File: src/rtl/val2_seq_shifter_pkg.sv
// Shared definitions for the sequential operand-2 shifter: datapath widths,
// shift type codes and FSM state encodings.
package val2_seq_shifter_pkg;

    localparam int WORD_WIDTH            = 32;
    localparam int SHIFTER_OPERAND_WIDTH = 12;
    localparam int AMOUNT_WIDTH          = 5;

    typedef enum logic [1:0] {
        LSL_SHIFT = 2'b00,
        LSR_SHIFT = 2'b01,
        ASR_SHIFT = 2'b10,
        ROR_SHIFT = 2'b11
    } shift_type_e;

    typedef enum logic [1:0] {
        VAL2_SEQ_IDLE  = 2'b00,
        VAL2_SEQ_SHIFT = 2'b01,
        VAL2_SEQ_DONE  = 2'b10
    } val2_seq_state_e;

    // Positions to shift this cycle: never more than the per-cycle step.
    function automatic logic [AMOUNT_WIDTH-1:0] step_amount(
        input logic [AMOUNT_WIDTH-1:0] remaining,
        input logic [AMOUNT_WIDTH-1:0] step
    );
        return (remaining > step) ? step : remaining;
    endfunction

endpackage

File: src/rtl/val2_shift_step.sv
// Combinational single-step shifter: applies LSL/LSR/ASR/ROR by k positions,
// where k is bounded by the caller to the per-cycle step size.
module val2_shift_step
    import val2_seq_shifter_pkg::*;
(
    input  logic [WORD_WIDTH-1:0]   data,
    input  logic [1:0]              shift_type,
    input  logic [AMOUNT_WIDTH-1:0] k,
    output logic [WORD_WIDTH-1:0]   result
);

    logic [2*WORD_WIDTH-1:0] rotated;

    // Rotation is taken from the low half of the doubled word, so k=0 is identity.
    always_comb begin
        rotated = {data, data} >> k;
        result  = data;
        case (shift_type)
            LSL_SHIFT: result = data << k;
            LSR_SHIFT: result = data >> k;
            ASR_SHIFT: result = $unsigned($signed(data) >>> k);
            ROR_SHIFT: result = rotated[WORD_WIDTH-1:0];
            default:   result = data;
        endcase
    end

endmodule

File: src/rtl/val2_seq_shifter.sv
// Multi-cycle operand-2 generator: decodes the request at accept, then shifts
// at most STEP positions per cycle and holds the result until it is taken.
module val2_seq_shifter
    import val2_seq_shifter_pkg::*;
#(
    parameter int STEP = 1
) (
    input  logic                             clk,
    input  logic                             rst,
    input  logic                             in_valid,
    output logic                             in_ready,
    input  logic [WORD_WIDTH-1:0]            val_Rm,
    input  logic [SHIFTER_OPERAND_WIDTH-1:0] shift_operand,
    input  logic                             immediate,
    input  logic                             is_mem_cmd,
    input  logic                             flush,
    output logic                             out_valid,
    input  logic                             out_ready,
    output logic [WORD_WIDTH-1:0]            val2_out,
    output logic                             busy
);

    localparam logic [AMOUNT_WIDTH-1:0] STEP_K = AMOUNT_WIDTH'(STEP);

    val2_seq_state_e           state;
    logic [WORD_WIDTH-1:0]     work;
    logic [1:0]                work_type;
    logic [AMOUNT_WIDTH-1:0]   remaining;

    logic [WORD_WIDTH-1:0]     dec_work;
    logic [1:0]                dec_type;
    logic [AMOUNT_WIDTH-1:0]   dec_amount;
    logic [AMOUNT_WIDTH-1:0]   step_k;
    logic [WORD_WIDTH-1:0]     step_result;

    assign in_ready  = (state == VAL2_SEQ_IDLE) && !rst && !flush;
    assign out_valid = (state == VAL2_SEQ_DONE);
    assign busy      = (state != VAL2_SEQ_IDLE);

    // Zero-amount cases (memory offset, unsupported register shift) carry
    // their final result in dec_work so the accept path is uniform.
    always_comb begin
        dec_work   = '0;
        dec_type   = LSL_SHIFT;
        dec_amount = '0;
        if (is_mem_cmd) begin
            dec_work = {{(WORD_WIDTH-SHIFTER_OPERAND_WIDTH){shift_operand[11]}}, shift_operand};
        end else if (immediate) begin
            dec_work   = {{(WORD_WIDTH-8){1'b0}}, shift_operand[7:0]};
            dec_type   = ROR_SHIFT;
            dec_amount = {shift_operand[11:8], 1'b0};
        end else if (!shift_operand[4]) begin
            dec_work   = val_Rm;
            dec_type   = shift_operand[6:5];
            dec_amount = shift_operand[11:7];
        end
    end

    assign step_k = step_amount(remaining, STEP_K);

    val2_shift_step u_step (
        .data       (work),
        .shift_type (work_type),
        .k          (step_k),
        .result     (step_result)
    );

    always_ff @(posedge clk) begin
        if (rst) begin
            state     <= VAL2_SEQ_IDLE;
            val2_out  <= '0;
            remaining <= '0;
            work      <= '0;
            work_type <= LSL_SHIFT;
        end else if (flush) begin
            state     <= VAL2_SEQ_IDLE;
            remaining <= '0;
        end else begin
            case (state)
                VAL2_SEQ_IDLE: begin
                    if (in_valid) begin
                        if (dec_amount == '0) begin
                            val2_out <= dec_work;
                            state    <= VAL2_SEQ_DONE;
                        end else begin
                            work      <= dec_work;
                            work_type <= dec_type;
                            remaining <= dec_amount;
                            state     <= VAL2_SEQ_SHIFT;
                        end
                    end
                end
                VAL2_SEQ_SHIFT: begin
                    work      <= step_result;
                    remaining <= remaining - step_k;
                    if (remaining == step_k) begin
                        val2_out <= step_result;
                        state    <= VAL2_SEQ_DONE;
                    end
                end
                VAL2_SEQ_DONE: begin
                    if (out_ready) begin
                        state <= VAL2_SEQ_IDLE;
                    end
                end
                default: state <= VAL2_SEQ_IDLE;
            endcase
        end
    end

endmodule

File: config.mk
export PLATFORM = sky130hd
export DESIGN_NAME = val2_seq_shifter
export DESIGN_NICKNAME = d
export VERILOG_FILES = /design/src/rtl/val2_seq_shifter_pkg.sv /design/src/rtl/val2_shift_step.sv /design/src/rtl/val2_seq_shifter.sv
export SDC_FILE = /design/constraint.sdc
export NUM_CORES = 1
export LEC_CHECK = 0
export ABC_AREA = 0
export ABC_CLOCK_PERIOD_IN_PS = 3000
export CORE_ASPECT_RATIO = 1.75
export CORE_MARGIN = 2
export CORE_UTILIZATION = 49
export DETAILED_ROUTE_END_ITERATION = 6
export PLACE_DENSITY = 0.77
export SLEW_MARGIN = 20
export SYNTH_ARGS = -nofsm -noshare
export SYNTH_HDL_FRONTEND = slang
export SYNTH_SLANG_ARGS = --single-unit
File: constraint.sdc
create_clock -name clk -period 3 [get_ports clk]
set_clock_uncertainty 0.05 [all_clocks]
set_input_delay 0.6 -clock clk [delete_from_list [all_inputs] [get_ports clk]]
set_output_delay 0.6 -clock clk [all_outputs]
set_load 0.02 [all_outputs]
# --- Yosys cells after proc, flatten, opt, wreduce, memory -nomap -nowiden ---
# Index checks and enable logic that the tools add are counted.
op_classes:
  magnitude_cmp: 1
  n_eq_ne: 11
  shifts: 4
  n_reduce_logical: 15
  mux: 26
  addsub: 1
  bitwise_logic: 2
ops:
  columns: ["op", "count"]
  rows:
  - ["$mux W32", 8]
  - ["$pmux W32 S2", 2]
  - ["$pmux W32 S4", 1]
  - ["$shr A64 B5 Y32", 1]
  - ["$shl A32 B5 Y32", 1]
  - ["$shr A32 B5 Y32", 1]
  - ["$sshr A32 B5 Y32", 1]
  - ["$mux W5", 6]
  - ["$mux W2", 7]
  - ["$pmux W5 S2", 1]
  - ["$reduce_and A4 Y1", 2]
  - ["$eq A2 B2 Y1 const B", 3]
  - ["$ne A2 B2 Y1 const B", 3]
  - ["$pmux W2 S3", 1]
  - ["$reduce_and A3 Y1", 2]
  - ["$eq A5 B5 Y1", 1]
  - ["$gt A5 B1 Y1 const B", 1]
  - ["$logic_not A5 Y1", 1]
  - ["$reduce_and A5 Y1", 1]
  - ["$sub A5 B5 Y5", 1]
  - ["$eq A2 B1 Y1 const B", 2]
  - ["$logic_not A2 Y1", 2]
  - ["$ne A2 B1 Y1 const B", 2]
  - ["$reduce_bool A2 Y1", 2]
  - ["other kinds (4)", 7]
word_totals:
  word_cells: 65
  register_bits: 73
  inputBits: 51

# --- Depth between registers and ports, before layout ---
depth:
  depth_word: 7
  mapped_depth: 10
  mapped_depth_nobuf: 8

# --- Modules after synthesis ---
# From an unflattened synthesis, not the netlist that was laid out.
hier_totals:
  cells_unflattened: 1214
  hier_area_um2: 9745.6
modules_own_cells:
  columns: ["module", "cells_each", "area_per_inst_um2", "instances", "seq_area_each_um2"]
  rows:
  - ["val2_shift_step", 782, 5934.4, 1, 0.0]
  - ["val2_seq_shifter", 432, 3811.2, 1, 1461.4]

# --- Worst setup path after synthesis ---
# No wires, ideal clock.
synth_path:
  path_type: "register to register"
  startpoint: "register remaining[1]"
  endpoint: "register val2_out[0]"
  setup_time_ns: 0.117
  setup_slack_ns: 0.383
  n_path_buf: 2
  path_stages_with_launch: 11
  arrival_time_ns: 2.450
  cell_sequence: "dfxtp_1 or4_4 buf_6 nand2_1 ha_1 inv_1 o41ai_1 nor3b_2 nor2_1 buf_2 a22o_1"
synth_between:
  elab_chain_len: 6
  word_cells_on_any_way: 12
  cone_classes: "order compare (1); eq/ne (2); shift (4); mux (4); reduce/logical (1)"
synth_lines:
  columns: ["element", "line", "source"]
  rows:
  - ["start, declared", "val2_seq_shifter.sv:28", "logic [AMOUNT_WIDTH-1:0] remaining;"]
  - ["start signal, assigned", "val2_seq_shifter.sv:88", "remaining <= dec_amount;"]
  - ["start signal, assigned", "val2_seq_shifter.sv:95", "remaining <= remaining - step_k;"]
  - ["$gt A5 B1 Y1", "val2_seq_shifter_pkg.sv:27", "return (remaining > step) ? step : remaining;"]
  - ["$mux W5", "val2_seq_shifter_pkg.sv:27", null]
  - ["$shr A64 B5 Y32 (tied with other cells)", "val2_shift_step.sv:16", "rotated = {data, data} >> k;"]
  - ["$pmux W32 S4", "val2_shift_step.sv:18", "case (shift_type)"]
  - ["$mux W32", "val2_seq_shifter.sv:96", "if (remaining == step_k) begin"]
  - ["$pmux W32 S2", "val2_seq_shifter.sv:79", "case (state)"]
  - ["end signal, assigned", "val2_seq_shifter.sv:83", "val2_out <= dec_work;"]
  - ["end signal, assigned", "val2_seq_shifter.sv:97", "val2_out <= step_result;"]
  - ["end, declared", "val2_seq_shifter.sv:19", "output logic [WORD_WIDTH-1:0] val2_out,"]
# Several ways; a longest one is shown, not always the timed one. The select of a mux whose other input is x is not followed.
# A chain may end at the register's enable or synchronous reset.

# --- Worst setup path in the final report ---
layout_path:
  startpoint: "input flush"
  endpoint: "output in_ready"
layout_between:
  elab_chain_len: 2
layout_lines:
  columns: ["element", "line", "source"]
  rows:
  - ["start, declared", "val2_seq_shifter.sv:16", "input logic flush,"]
  - ["$logic_not A1 Y1", "val2_seq_shifter.sv:36", "assign in_ready = (state == VAL2_SEQ_IDLE) && !rst && !flush;"]
  - ["$logic_and A1 B1 Y1", "val2_seq_shifter.sv:36", null]
  - ["end, declared", "val2_seq_shifter.sv:11", "output logic in_ready,"]
# Every way passes these cells.

==> metrics.txt <==
result of the run finished clean; areal power density over the cells 488 nW/µm²; post-synthesis area per instance 9.87 µm²; summed area of non-filler cells in the final layout 5290 µm²; R2R cell count 9; Die X 72.3 µm; Rows 43; clock root cell sky130_fd_sc_hd__clkbuf_16; number of global-route vias before repair 3534; Initial Util 0.505; fraction of registers with async set/reset 0; number of storage elements in the synthesis netlist 73; Reg2Reg Launch Point remaining[1]$_SDFFE_PP0P_; residual overflow from global routing 0; clock tree buffer depth 2; number of inserted filler cells in the final layout 656; GRT met2 Usage 0.443; Worst Path Arrival 2.19 ns; slew of the pin with the lowest slew margin 0.627 ns; Clock Pin Slew Worst Setup and Hold Paths 0.05 ns; wire length per cell after detailed routing 18.1 µm; number of ports placed on the die boundary 86; static leakage 0.00214 µW; maxcap violations 0; final weighted congestion in routability-driven placement 0.869; Remaining DRCs 0; instance count of the mapped netlist 405; area leader, netlist sky130_fd_sc_hd__dfxtp_1; flop-to-flop setup slack 0.22 ns; Initial DRT Pass Iterations 4; final worst path period need 2.84 ns; die footprint 8920 µm²; number of failing setup endpoints in the final timing report 0; core box area 7910 µm²; critical-path maximum fanout 6; share of the clock period used by the worst path after layout 0.945; sequential share of the synthesized area 0.366; count of buffers inserted at the top-level ports 85; PostCTS Resize Cnt 0; Final Slew Violations 0; iteration-0 DRC count of the detailed router 157; number of synthesized flops with an enable pin 0; required time of the critical path 2.35 ns; post-detailed-placement half-perimeter wirelength 7710 µm; global-route wire length before repair 17200 µm; cell area after placement 4980 µm²; Setup Fix Bufs, Post-CTS 0; post-route antenna net violation count 0; most area-consuming cells after synthesis sky130_fd_sc_hd__dfxtp_1 37%, sky130_fd_sc_hd__o2bb2ai_1 8.8%, sky130_fd_sc_hd__mux2_2 8.7%, sky130_fd_sc_hd__mux2i_1 8.0%, sky130_fd_sc_hd__a22o_1 4.4%; Final TNS setup 0 ns; fraction of layout cells with a size suffix above 1 0.194; commonest cells after routing, fill and taps aside 85 x sky130_fd_sc_hd__clkdlybuf4s50_1, 73 x sky130_fd_sc_hd__dfxtp_1, 40 x sky130_fd_sc_hd__o2bb2ai_1; leading cell type in the layout, fill and taps excluded sky130_fd_sc_hd__clkdlybuf4s50_1; synthesized net count 457; cell area after technology mapping 4000 µm²; count of H-tree levels built during CTS 3; startpoint type of the worst setup path input pin; synthesis-to-layout area growth 32.4%; path type of the worst setup path in2out; Critical Path End in_ready; M1 GR Usage 0.276; Layout Nets 542; sink count of the clock tree 73; most heavily used metal layer in global routing met2; Via Count 3537; routing usage on met3 0.0465; worst slew slack as a fraction of its limit 0.581; largest net degree at the start of global routing 27; warnings from Yosys 0; CTS tree done; count of final hold-check violations 0; number of clock buffers inserted by TritonCTS 9; insertion delay to the later sink of the worst-skew pair 0.34 ns; main flop type after synthesis sky130_fd_sc_hd__dfxtp_1; min-delay worst type reg2reg; Die Span Y 123 µm; capturing point of the worst reg2reg path val2_out[12]$_SDFFE_PP0P_; post-detailed-route via-to-cell ratio 6.05; area of the multi-input gates 2320 µm²; unrepaired setup endpoints after global routing no; launching instance or port of the critical path flush; number of distinct library cells after synthesis 52; Worst Setup End Kind output port; total inserted antenna cells 0; initial antenna violation count 0; VDD IR max 0.449 mV; achievable clock frequency 0.353 GHz; post-synth top area share 0.366; sequential standard cell area 1460 µm²; total wire length 10600 µm; combined global-route utilization of all metal layers 0.250; hold-fix buffer count after cts 0
[registers in the layout, indices dropped and copies added (netlist names)]
name and count:
work 32, val2_out 32, state 2, work_type 2
remaining 5
[Yosys cell counts (all sizes together) (8+ instances only)]
cell,instances
inv,8
nor3b,8
mux2i,32
o2bb2ai,40
a21o,21
a211oi,15
dfxtp,73
a21oi,33
clkbuf,23
nor2,17
a22o,20
mux2,31
buf,14
[metrics by stage]
stage	setup WS (ns)	utilization	instances	hold WS (ns)	total power, µW
CTS	0.170	0.669	585	0.417	2600
finish	0.164	0.669	585	0.414	2580
detailed placement	0.176	0.630	569	0.396	1500
global placement	0.178	0.630	569	0.400	1500
floorplan	0.383	-	405	0.415	1330
global route	0.0424	0.669	585	0.428	2680
[final cells by class]
cell class | instances | share of cell area
Clock buffer | 12 | 0.0485
Clock inverter | 4 | 0.00969
Inverter | 8 | 0.00568
Multi-Input combinational cell | 287 | 0.439
Sequential cell | 73 | 0.276
Tap cell | 90 | 0.0213
Timing Repair Buffer | 111 | 0.200
[metal layers]
layer	share of wire	wire [µm]
met5	0	0
met3	0.047	503
met1	0.40	4210
met2	0.52	5490
met4	0.036	385
[power breakdown]
group	internal, µW	total (µW)	switching, µW
registers	1000	1030	28.4
logic	229	454	225
clock network	689	1100	409
[cells by family (layout without fill, tap and decap cells)]
logic type               count (synthesis)  count (layout)  share of synthesized area
flip-flops                              73              73                      0.366
multiplexers                            63              63                      0.168
buffers and inverters                   45             135                     0.0579
AO/OA/AOI/OAI                          157             157                      0.300
XOR/XNOR                                 1               1                    0.00219
AND/OR/NAND/NOR                         65              65                      0.104
adder cells (fa/ha/maj)                  1               1                    0.00313
[worst min path at each step]
| stage | startpoint | end | slack [ns] | cells past startpoint |
|---|---|---|---|---|
| after floorplan | work[30]$_SDFFE_PP0P_ | work[30]$_SDFFE_PP0P_ | 0.41 | 1 |
| after global placement | val2_out[18]$_SDFFE_PP0P_ | val2_out[18]$_SDFFE_PP0P_ | 0.40 | 1 |
| after detailed placement | val2_out[13]$_SDFFE_PP0P_ | val2_out[13]$_SDFFE_PP0P_ | 0.40 | 1 |
| after CTS | val2_out[16]$_SDFFE_PP0P_ | val2_out[16]$_SDFFE_PP0P_ | 0.42 | 1 |
| after global routing | val2_out[15]$_SDFFE_PP0P_ | val2_out[15]$_SDFFE_PP0P_ | 0.43 | 1 |
| final | val2_out[16]$_SDFFE_PP0P_ | val2_out[16]$_SDFFE_PP0P_ | 0.41 | 1 |
[critical path, cell delays in order]
cell and delay, ns:
sky130_fd_sc_hd__clkdlybuf4s50_1 0.48, sky130_fd_sc_hd__or2_2 0.40, sky130_fd_sc_hd__nor2_1 0.10, sky130_fd_sc_hd__clkdlybuf4s50_1 0.60
Note: power is estimated with default switching activity, not from simulation.
==> RTL change: new RTL, same settings <==
Change the package constant `SHIFTER_OPERAND_WIDTH` from 12 to 16.
--- a/src/rtl/val2_seq_shifter_pkg.sv
+++ b/src/rtl/val2_seq_shifter_pkg.sv
@@ -3,7 +3,7 @@
 package val2_seq_shifter_pkg;
 
     localparam int WORD_WIDTH            = 32;
-    localparam int SHIFTER_OPERAND_WIDTH = 12;
+    localparam int SHIFTER_OPERAND_WIDTH = 16;
     localparam int AMOUNT_WIDTH          = 5;
 
     typedef enum logic [1:0] {
Interface: changed (resized shift_operand); port bits go from 86 to 90. No check against the original RTL was run, so the function may have changed too.
==> RTL change against the unedited design <==
  * Non-clock buffer count down 3
  * Total power down 0.21%
  * Cell area up 0.61%
  * Area after synthesis up 1.5%
  * Wire length up 5.8%
  * Sequential cell count unchanged
  * Worst setup slack worse by 0.020 ns
  * Register-to-register slack worse by 0.08 ns
  * Critical endpoint is now val2_out[11]$_SDFFE_PP0P_
  * Largest cell class unchanged
  * Highest routed layer unchanged
==> RTL change: results (changes against the unedited design) <==
initial antenna violation count=0 (unchanged); worst path arrival time=3.07 ns (+0.88 ns); syn_nets=464 (+1.5%); count leader, synth=dfxtp_1; pin count of the biggest net entering global routing=47 (+74%); Placed Instance Area=0.00501 sq mm (+0.55%); H-tree depth=3 (unchanged); GRT overflow=0 (unchanged); HPWL Detailed=7900 microns (+2.5%); Pleak=0.00212 uW (-0.98%); fraction of registers with async set/reset=0 (unchanged); Yosys warnings=0 (unchanged); number of distinct library cells after synthesis=56 (+7.7%); synth top area cells=dfxtp_1 (36%), mux2_2 (8.6%), mux2i_1 (8.1%), o2bb2ai_1 (6.9%), a22o_1 (6.0%); DRC viols=0 (unchanged); Final #Nets=548 (+1.1%); Met3 Routed Length=578 microns (+15%); drt wl/cell=19.1 microns (+5.4%); number of port buffers=89 (+4.7%); most frequent cells after synthesis=dfxtp_1 (73), mux2i_1 (33), o2bb2ai_1 (32); Regs by FF count=val2_out: 32 flops, work: 32 flops, remaining: 5 flops; Crit Path Max Fanout=16 (+10); vias after detailed routing=3617 (+2.3%); sequential area share after synthesis=0.360 (-0.00530); metal2 WL=5990 microns (+9.1%); ratio of cells with drive above 1 in the final layout=0.193 (-0.000780); first-pass GRT wire length=18200 microns (+5.4%); R2R setup slack=0.14 ns (-0.08 ns); DRT iter0 DRCs=213 (+36%); GPL Wtd Cong=0.832 (-4.3%); wire length on met1=4370 microns (+3.8%); Slew HR=0.593 (+0.0121); run status=finished, final reports clean; Max VDD drop=445 uV (-0.76%); vias in the first global route=3663 (+3.7%); clock-pin slew on the worst setup and hold paths=0.06 ns; FILL cells=671 (+2.3%); All-Layer GR Usage=0.254 (+0.00448)
-- RTL change: changes by cell type after synthesis, moves of 3 or more --
cell and change:
a22o_1 +8, o2bb2ai_1 -8, nor3b_1 +7, a21o_1 -5, clkbuf_1 -4, a211oi_1 +3, nor4b_1 -3, o21ai_0 -3
-- RTL change: worst max-delay path, stage by stage (launching register included) --
cell	delay, ns
dfxtp_1	0.38
or4_4	0.60
or2b_1	0.22
ha_2	0.22
inv_1	0.06
o41ai_2	0.23
a21bo_2	0.32
or3_1	0.33
buf_4	0.21
o2bb2ai_1	0.16
-- RTL change: stage by stage --
step | hold WS (ns) | setup WS (ns) | total power (uW) | std cells
floorplan | 0.415 | 0.335 | 1330 | 408
finish | 0.409 | 0.144 | 2580 | 587
CTS | 0.413 | 0.0387 | 2590 | 587
detailed placement | 0.397 | 0.0570 | 1510 | 571
global route | 0.431 | 0.0173 | 2670 | 587
global placement | 0.400 | 0.152 | 1500 | 571
-- RTL change: power by group --
group	switching, uW	total (uW)	internal [uW]
clock	436	1090	649
combinational	230	460	229
sequential	30.3	1030	1000
total	697	2580	1880
-- RTL change: path summary, 6_finish.rpt --
check                           cells past startpoint                        end                 startpoint
worst max-delay path                                9  val2_out[11]$_SDFFE_PP0P_  remaining[2]$_SDFFE_PP0P_
worst min-delay path                                1  val2_out[25]$_SDFFE_PP0P_  val2_out[25]$_SDFFE_PP0P_
worst max register to register                      9  val2_out[11]$_SDFFE_PP0P_  remaining[2]$_SDFFE_PP0P_
worst min register to register                      1  val2_out[25]$_SDFFE_PP0P_  val2_out[25]$_SDFFE_PP0P_
-- RTL change: cell families after synthesis --
family,Yosys count,synth area share
buffers and inverters,41,0.0555
AO/OA/AOI/OAI,154,0.297
flip-flops,73,0.360
AND/OR/NAND/NOR,74,0.114
XOR/XNOR,1,0.00216
multiplexers,64,0.168
adder cells (fa/ha/maj),1,0.00308
-- RTL change: per-layer routing --
metal	vias to the layer above	track usage
met5	-	0
met4	0	0.102
met3	19	0.0502
met2	129	0.443
met1	1734	0.295
li1	1735	-
-- RTL change: area by class of cell --
| class | instances | area (sq um) | share of cell area |
|---|---|---|---|
| clock buffer | 9 | 225 | 0.0423 |
| tap | 90 | 113 | 0.0212 |
| inverter | 6 | 22.5 | 0.00423 |
| clock inverter | 7 | 78.8 | 0.0148 |
| timing repair buffer | 108 | 1030 | 0.194 |
| multi-input combinational | 294 | 2390 | 0.449 |
| sequential | 73 | 1460 | 0.275 |
-- RTL change: timing repair --
action / 4_1_cts / 5_1_grt
setup endpoints to repair: 0 / 30
hold endpoints to repair: 0 / 0
resized for setup: 0 / 2
